### config.mk
export PLATFORM = sky130hd
export DESIGN_NAME = instr_fetch_seq_flat
export DESIGN_NICKNAME = d
export VERILOG_FILES = /design/src/rtl/ctrl_pkg.sv /design/src/rtl/instr_fetch_seq_if.sv /design/src/rtl/instr_fetch_seq_pc_next_calc.sv /design/src/rtl/instr_fetch_seq.sv /design/src/flat_wrapper.sv
export SDC_FILE = /design/constraint.sdc
export NUM_CORES = 1
export LEC_CHECK = 0
export ABC_AREA = 1
export ABC_CLOCK_PERIOD_IN_PS = 1900
export BUFFER_PORTS_ARGS = -buffer_cell sky130_fd_sc_hd__buf_2
export CAP_MARGIN = 20
export CORE_MARGIN = 1.5
export CORE_UTILIZATION = 40
export DETAILED_ROUTE_END_ITERATION = 10
export PLACE_DENSITY = 0.7
export SLEW_MARGIN = 10
export SYNTH_ARGS = -nofsm -noshare
export SYNTH_HDL_FRONTEND = slang
export SYNTH_SLANG_ARGS = --single-unit
export TNS_END_PERCENT = 30
### constraint.sdc
create_clock -name clk -period 1.9 [get_ports clk]
set_input_delay 0.095 -clock clk [delete_from_list [all_inputs] [get_ports clk]]
set_output_delay 0.095 -clock clk [all_outputs]
set_load 0.03 [all_outputs]
### src/rtl/ctrl_pkg.sv
// Shared control definitions: opcode encodings, instruction field positions and the
// fetch sequencer state encoding, common to fetch and main control.
package ctrl_pkg;

   localparam logic [1:0] OP_LI  = 2'b00;
   localparam logic [1:0] OP_ADD = 2'b01;
   localparam logic [1:0] OP_ILL = 2'b10;
   localparam logic [1:0] OP_JMP = 2'b11;

   localparam int OPC_HI  = 7;
   localparam int OPC_LO  = 6;
   localparam int OPER_HI = 5;
   localparam int OPER_LO = 0;
   localparam int OPER_W  = OPER_HI - OPER_LO + 1;

   typedef enum logic [2:0] {
      FS_IDLE  = 3'd0,
      FS_REQ   = 3'd1,
      FS_WAIT  = 3'd2,
      FS_ISSUE = 3'd3,
      FS_HALT  = 3'd4
   } fetch_state_e;

endpackage

### src/rtl/instr_fetch_seq_if.sv
// Instruction memory read channel plus the issue channel towards decode.
interface instr_fetch_seq_if #(
   parameter int PC_W    = 8,
   parameter int INSTR_W = 8
) ();
   logic               imem_req;
   logic [PC_W-1:0]    imem_addr;
   logic               imem_ready;
   logic               imem_rvalid;
   logic [INSTR_W-1:0] imem_rdata;
   logic               instr_valid;
   logic [INSTR_W-1:0] instr;
   logic [1:0]         opcode;
   logic [PC_W-1:0]    instr_pc;
   logic               issue_ready;
   logic               jump_pc;

   modport master (
      output imem_req, imem_addr, instr_valid, instr, opcode, instr_pc,
      input  imem_ready, imem_rvalid, imem_rdata, issue_ready, jump_pc
   );

   modport slave (
      input  imem_req, imem_addr, instr_valid, instr, opcode, instr_pc,
      output imem_ready, imem_rvalid, imem_rdata, issue_ready, jump_pc
   );
endinterface

### src/rtl/instr_fetch_seq_pc_next_calc.sv
// Next-PC adder: sequential increment or sign-extended relative jump, modulo 2^PC_W.
module pc_next_calc #(
   parameter int PC_W  = 8,
   parameter int OFF_W = 6
) (
   input  logic [PC_W-1:0]  base,
   input  logic [OFF_W-1:0] offset,
   input  logic             jump,
   output logic [PC_W-1:0]  next_pc
);
   logic [PC_W-1:0] delta_s;

   // Select the PC delta; the sum wraps naturally at the PC width.
   always_comb begin
      delta_s = {{(PC_W-1){1'b0}}, 1'b1};
      if (jump) begin
         delta_s = {{(PC_W-OFF_W){offset[OFF_W-1]}}, offset};
      end else begin
         delta_s = {{(PC_W-1){1'b0}}, 1'b1};
      end
      next_pc = base + delta_s;
   end
endmodule

### src/rtl/instr_fetch_seq.sv
// Instruction fetch sequencer: single outstanding imem read, one held instruction
// presented to decode, PC redirect on JumpPC, sticky halt on the illegal opcode.
module instr_fetch_seq
   import ctrl_pkg::*;
#(
   parameter int              PC_W     = 8,
   parameter int              INSTR_W  = 8,
   parameter logic [PC_W-1:0] RESET_PC = {PC_W{1'b0}}
) (
   input  logic              clk,
   input  logic              rst,
   input  logic              start,
   output logic              halted,
   instr_fetch_seq_if.master bus
);
   fetch_state_e       state_r;
   logic [PC_W-1:0]    pc_r;
   logic [PC_W-1:0]    imem_addr_r;
   logic [PC_W-1:0]    instr_pc_r;
   logic [INSTR_W-1:0] instr_r;
   logic               imem_req_r;
   logic               instr_valid_r;
   logic               halted_r;
   logic [PC_W-1:0]    pc_next_s;

   // Redirect target is relative to the held instruction's own address.
   pc_next_calc #(
      .PC_W  (PC_W),
      .OFF_W (OPER_W)
   ) u_pc_next (
      .base    (instr_pc_r),
      .offset  (instr_r[OPER_HI:OPER_LO]),
      .jump    (bus.jump_pc),
      .next_pc (pc_next_s)
   );

   // Fetch FSM with all bus-facing outputs registered.
   always_ff @(posedge clk or negedge rst) begin
      if (!rst) begin
         state_r       <= FS_IDLE;
         pc_r          <= RESET_PC;
         imem_addr_r   <= RESET_PC;
         instr_pc_r    <= RESET_PC;
         instr_r       <= {INSTR_W{1'b0}};
         imem_req_r    <= 1'b0;
         instr_valid_r <= 1'b0;
         halted_r      <= 1'b0;
      end else begin
         case (state_r)
            FS_IDLE: begin
               if (start) begin
                  imem_req_r  <= 1'b1;
                  imem_addr_r <= pc_r;
                  state_r     <= FS_REQ;
               end
            end
            FS_REQ: begin
               if (bus.imem_ready) begin
                  imem_req_r <= 1'b0;
                  state_r    <= FS_WAIT;
               end
            end
            FS_WAIT: begin
               if (bus.imem_rvalid) begin
                  instr_r       <= bus.imem_rdata;
                  instr_pc_r    <= pc_r;
                  instr_valid_r <= 1'b1;
                  state_r       <= FS_ISSUE;
               end
            end
            FS_ISSUE: begin
               if (bus.issue_ready) begin
                  instr_valid_r <= 1'b0;
                  if (instr_r[OPC_HI:OPC_LO] == OP_ILL) begin
                     halted_r <= 1'b1;
                     state_r  <= FS_HALT;
                  end else begin
                     pc_r        <= pc_next_s;
                     imem_addr_r <= pc_next_s;
                     imem_req_r  <= 1'b1;
                     state_r     <= FS_REQ;
                  end
               end
            end
            FS_HALT: begin
               imem_req_r    <= 1'b0;
               instr_valid_r <= 1'b0;
            end
            default: begin
               imem_req_r    <= 1'b0;
               instr_valid_r <= 1'b0;
               state_r       <= FS_IDLE;
            end
         endcase
      end
   end

   assign bus.imem_req    = imem_req_r;
   assign bus.imem_addr   = imem_addr_r;
   assign bus.instr_valid = instr_valid_r;
   assign bus.instr       = instr_r;
   assign bus.opcode      = instr_r[OPC_HI:OPC_LO];
   assign bus.instr_pc    = instr_pc_r;
   assign halted          = halted_r;

endmodule

### src/flat_wrapper.sv
// flat-port wrapper written by rule: the top's interface ports become plain ports
module instr_fetch_seq_flat import ctrl_pkg::*;
#(
   parameter int              PC_W     = 8,
   parameter int              INSTR_W  = 8,
   parameter logic [PC_W-1:0] RESET_PC = {PC_W{1'b0}}
)
  (clk, rst, start, halted, bus_imem_req, bus_imem_addr, bus_instr_valid, bus_instr, bus_opcode, bus_instr_pc, bus_imem_ready, bus_imem_rvalid, bus_imem_rdata, bus_issue_ready, bus_jump_pc);
  instr_fetch_seq_if #(.PC_W(PC_W), .INSTR_W(INSTR_W)) bus_i ();
  input  logic clk;
  input  logic rst;
  input  logic start;
  output logic halted;
  output wire logic [$bits(bus_i.imem_req)-1:0] bus_imem_req;
  output wire logic [$bits(bus_i.imem_addr)-1:0] bus_imem_addr;
  output wire logic [$bits(bus_i.instr_valid)-1:0] bus_instr_valid;
  output wire logic [$bits(bus_i.instr)-1:0] bus_instr;
  output wire logic [$bits(bus_i.opcode)-1:0] bus_opcode;
  output wire logic [$bits(bus_i.instr_pc)-1:0] bus_instr_pc;
  input wire logic [$bits(bus_i.imem_ready)-1:0] bus_imem_ready;
  input wire logic [$bits(bus_i.imem_rvalid)-1:0] bus_imem_rvalid;
  input wire logic [$bits(bus_i.imem_rdata)-1:0] bus_imem_rdata;
  input wire logic [$bits(bus_i.issue_ready)-1:0] bus_issue_ready;
  input wire logic [$bits(bus_i.jump_pc)-1:0] bus_jump_pc;
  assign bus_imem_req = bus_i.imem_req;
  assign bus_imem_addr = bus_i.imem_addr;
  assign bus_instr_valid = bus_i.instr_valid;
  assign bus_instr = bus_i.instr;
  assign bus_opcode = bus_i.opcode;
  assign bus_instr_pc = bus_i.instr_pc;
  assign bus_i.imem_ready = bus_imem_ready;
  assign bus_i.imem_rvalid = bus_imem_rvalid;
  assign bus_i.imem_rdata = bus_imem_rdata;
  assign bus_i.issue_ready = bus_issue_ready;
  assign bus_i.jump_pc = bus_jump_pc;
  instr_fetch_seq #(.PC_W(PC_W), .INSTR_W(INSTR_W), .RESET_PC(RESET_PC)) u_core (.clk(clk), .rst(rst), .start(start), .halted(halted), .bus(bus_i));
endmodule
==> summary.md <==
| Metric | Value |
|---|---|
| Status | complete, no violations |
| CP max stage cell | dfrtp_1 |
| Synth top area cells | dfrtp_1, nand2_1, inv_1, o21ai_0, nor2_1 |
| Post-route DRC | 0 |
| Max stage delay on crit path | 0.39 ns |
| Leak Pwr | 1.27 nW |
| Core Area | 4790 µm² |
| Slew Limit Fails | 0 |
| Final GP Congestion | 0.841 |
| DR pass1 iterations | 4 |
| # setup viols final | 0 |
| Gr usage total | 17.1% |
| Remaining Overflow, GRT | 0 |
| Hold Fails Final Rpt | 0 |
| Num CTS Buffers | 5 |
| Post-Route WL | 4.15 mm |
| Routed Antenna Nets | 0 |
| Register area share after synthesis | 47.1% |
| CP Capture Type | register |
| Post-synth EDFFs | 0 |
| Yosys warnings | 0 |
| Synthesized instance count | 236 |
| Switch share | 49.5% |
| Post-place setup slack | 0.0462 ns |
| Slew HR | 43.6% |
| Syn_nets | 257 |
| Share of layout cells above drive strength 1 | 28.6% |
| Main synth FF type | dfrtp_1 |
| Crit-path cells | inv_1, nand2_1, ha_2, fa_2, nand3_1, nand2_1, xnor2_1, nand2_1, o211ai_1, nand2_1 |
| Max_cap viols | 0 |
| Sequential fraction of design power | 31.3% |
| Die H | 74.0 µm |
| Hold Crit Class | input pin to register |
| Synth area leader | dfrtp_1 |
| Footprint of the multi-input gates | 926 µm² |
| Comb power frac | 56.7% |
| Clk pwr share | 12.0% |
| Peak supply drop | 1060 µV |
| Via density per instance | 4.66 |
| Synth Register Bits | 38 |
| Clock Tree Buf Depth | 2 |
| CP dominant cell by count | nand2_1 |
| Initial Util | 42.2% |
| Skew-Pair Late Insertion Delay | 0.29 ns |
| Vias in the first global route | 1572 |
| CTS clk-pin slew, worst paths | 0.08 ns |
| RSZ-0062 raised after global routing | no |
| Fmax | 564 MHz |
| CP Buf/Inv Count | 1 |
| Switch Pwr | 0.00237 W |
| Synth top area share | 47.1% |
| Die Area | 5480 µm² |
| CTS Root Cell | clkbuf_8 |
| Distinct cells, synth | 32 |
| WS Path Type | register to register |
| Seq. cell area | 951 µm² |
| PD cells | 1990 nW/µm² |
| IO Pins | 44 |
| Syn Std Cell Area | 2020 µm² |
| First-pass GRT wire length | 7.11 mm |
| Commonest non-fill, non-tap cells in the layout | nand2_1, buf_2, dfrtp_1 |
| WP data required | 2.08 ns |
| CTS tree | built |
| Worst-path fanout max | 2 |
| H-tree levels | 2 |
| Final #Nets | 300 |
| Commonest non-fill, non-tap cell in the layout | nand2_1 |
| Asr flop ratio synth | 100% |
| Clock Sink Count | 38 |
| Fin crit share | 93.3% |
| Total power | 0.00479 W |
| DP Wirelength | 2.99 mm |
| Area Overhead vs Synth | 19.3% |
| Width of the die | 74.0 µm |
| Startpoint Class | register |
| Routed len/inst | 11.9 µm |
| FILL cells | 459 |
| Pin count of the biggest net entering global routing | 39 |
| Rows | 25 |
| Cell Int Power | 0.00242 W |
| Mean Syn Cell Area | 8.55 µm² |
| Setup Total Neg Slack | 0 ns |
| Setup Skew | 0.00588 ns |
| # diodes | 0 |
| Crit path DAT | 1.96 ns |
| Least-Margin Pin Slew | 0.846 ns |
| Fin worst setup slack | 0.128 ns |
| I/O Buffers | 43 |
| Top delay family on crit path | adder cells |
| DR iter-0 viols | 106 |
| Via count | 1616 |
| Antenna violations before repair | 0 |
| Fin crit period | 1.77 ns |
## cells in the mapped netlist, types with 2 or more instances
library cell  number
nand3_2            2
xor2_1             2
mux2_2             6
nand3_1           11
nand3_4            2
o31ai_2            2
ha_1               5
a21oi_1            8
a31oi_1            2
buf_4              7
nor2_1            18
o21ai_0           17
dfrtp_1           38
nand2_1           68
xnor2_1            3
inv_1             29
## cell families (layout without fill, tap and decap cells)
kind of cell | after synthesis | in the layout | share of synthesized area, %
buffers and inverters | 40 | 84 | 9.24
xor gates and xnor gates | 5 | 5 | 2.17
AOI/OAI and AO/OA | 34 | 34 | 10.2
muxes | 7 | 7 | 4.09
DFF | 38 | 38 | 47.1
and+or+nand+nor | 106 | 106 | 23.1
adders and majority gates | 6 | 6 | 4.09
## through the flow
stage	hold WS, ns	instance area [µm²]	instances	util, %
3_3_place_gp	0.246	2260	338	47.2
2_1_floorplan	-0.201	2020	236	-
3_5_place_dp	0.247	2260	338	47.2
6_report	0.0292	2410	347	50.3
5_1_grt	0.0242	2410	347	50.3
4_1_cts	0.0189	2360	347	49.4
## power by group through the flow
stage | Combinational (W) | Clock, W | Sequential, W
after floorplan | 0.00158 | 0 | 0.00197
after global placement | 0.00258 | 0 | 0.00149
after detailed placement | 0.00263 | 0 | 0.00151
after CTS | 0.00264 | 0.000600 | 0.00149
after global routing | 0.00301 | 0.000634 | 0.00156
final | 0.00271 | 0.000577 | 0.00150
## registers in the layout, indices dropped and copies added, names as in the netlist
register and flops:
u_core.bus.imem_addr 8, u_core.bus.imem_req 1, u_core.state_r 3, u_core.bus.instr 8
u_core.pc_r 8, u_core.bus.instr_valid 1, u_core.bus.instr_pc 8, u_core.halted 1
## final timing paths
check                                         start                      end  slack (ns)  depth (start not counted)
max in group asynchronous                       rst      u_core.bus.imem_req        0.93                          2
worst max-delay path            u_core.bus.instr[0]  u_core.bus.imem_addr[4]        0.13                         10
worst max register to register  u_core.bus.instr[0]  u_core.bus.imem_addr[4]        0.13                         10
worst min register to register        u_core.halted            u_core.halted        0.46                          2
worst min-delay path              bus_imem_rdata[6]      u_core.bus.instr[6]        0.03                          2
min in group asynchronous                       rst      u_core.bus.instr[6]        0.44                          2
## routing by layer
layer	part of all wire [%]	track usage (%)	up-vias
li1	-	-	835
met1	46	22.7	728
met2	46	26.4	46
met3	5.6	4.74	7
met4	1.7	7.41	0
met5	0	0	-
## cell type report
| type | instances | area share, % |
|---|---|---|
| sequential | 38 | 39.5 |
| inverter | 31 | 4.94 |
| tap | 67 | 3.48 |
| clock buffer | 6 | 3.43 |
| timing repair buffer | 45 | 9.67 |
| clock inverter | 2 | 0.520 |
| multi-input combinational | 158 | 38.5 |
## what timing repair did
item | 4_1_cts | 5_1_grt
endpoints found under the setup margin | 0 | 7
hold buffers | 1 | 0
gates resized for setup | 0 | 10
setup buffers | 0 | 0
hold endpoints to repair | 38 | 0
(Power assumes the default switching activity.)
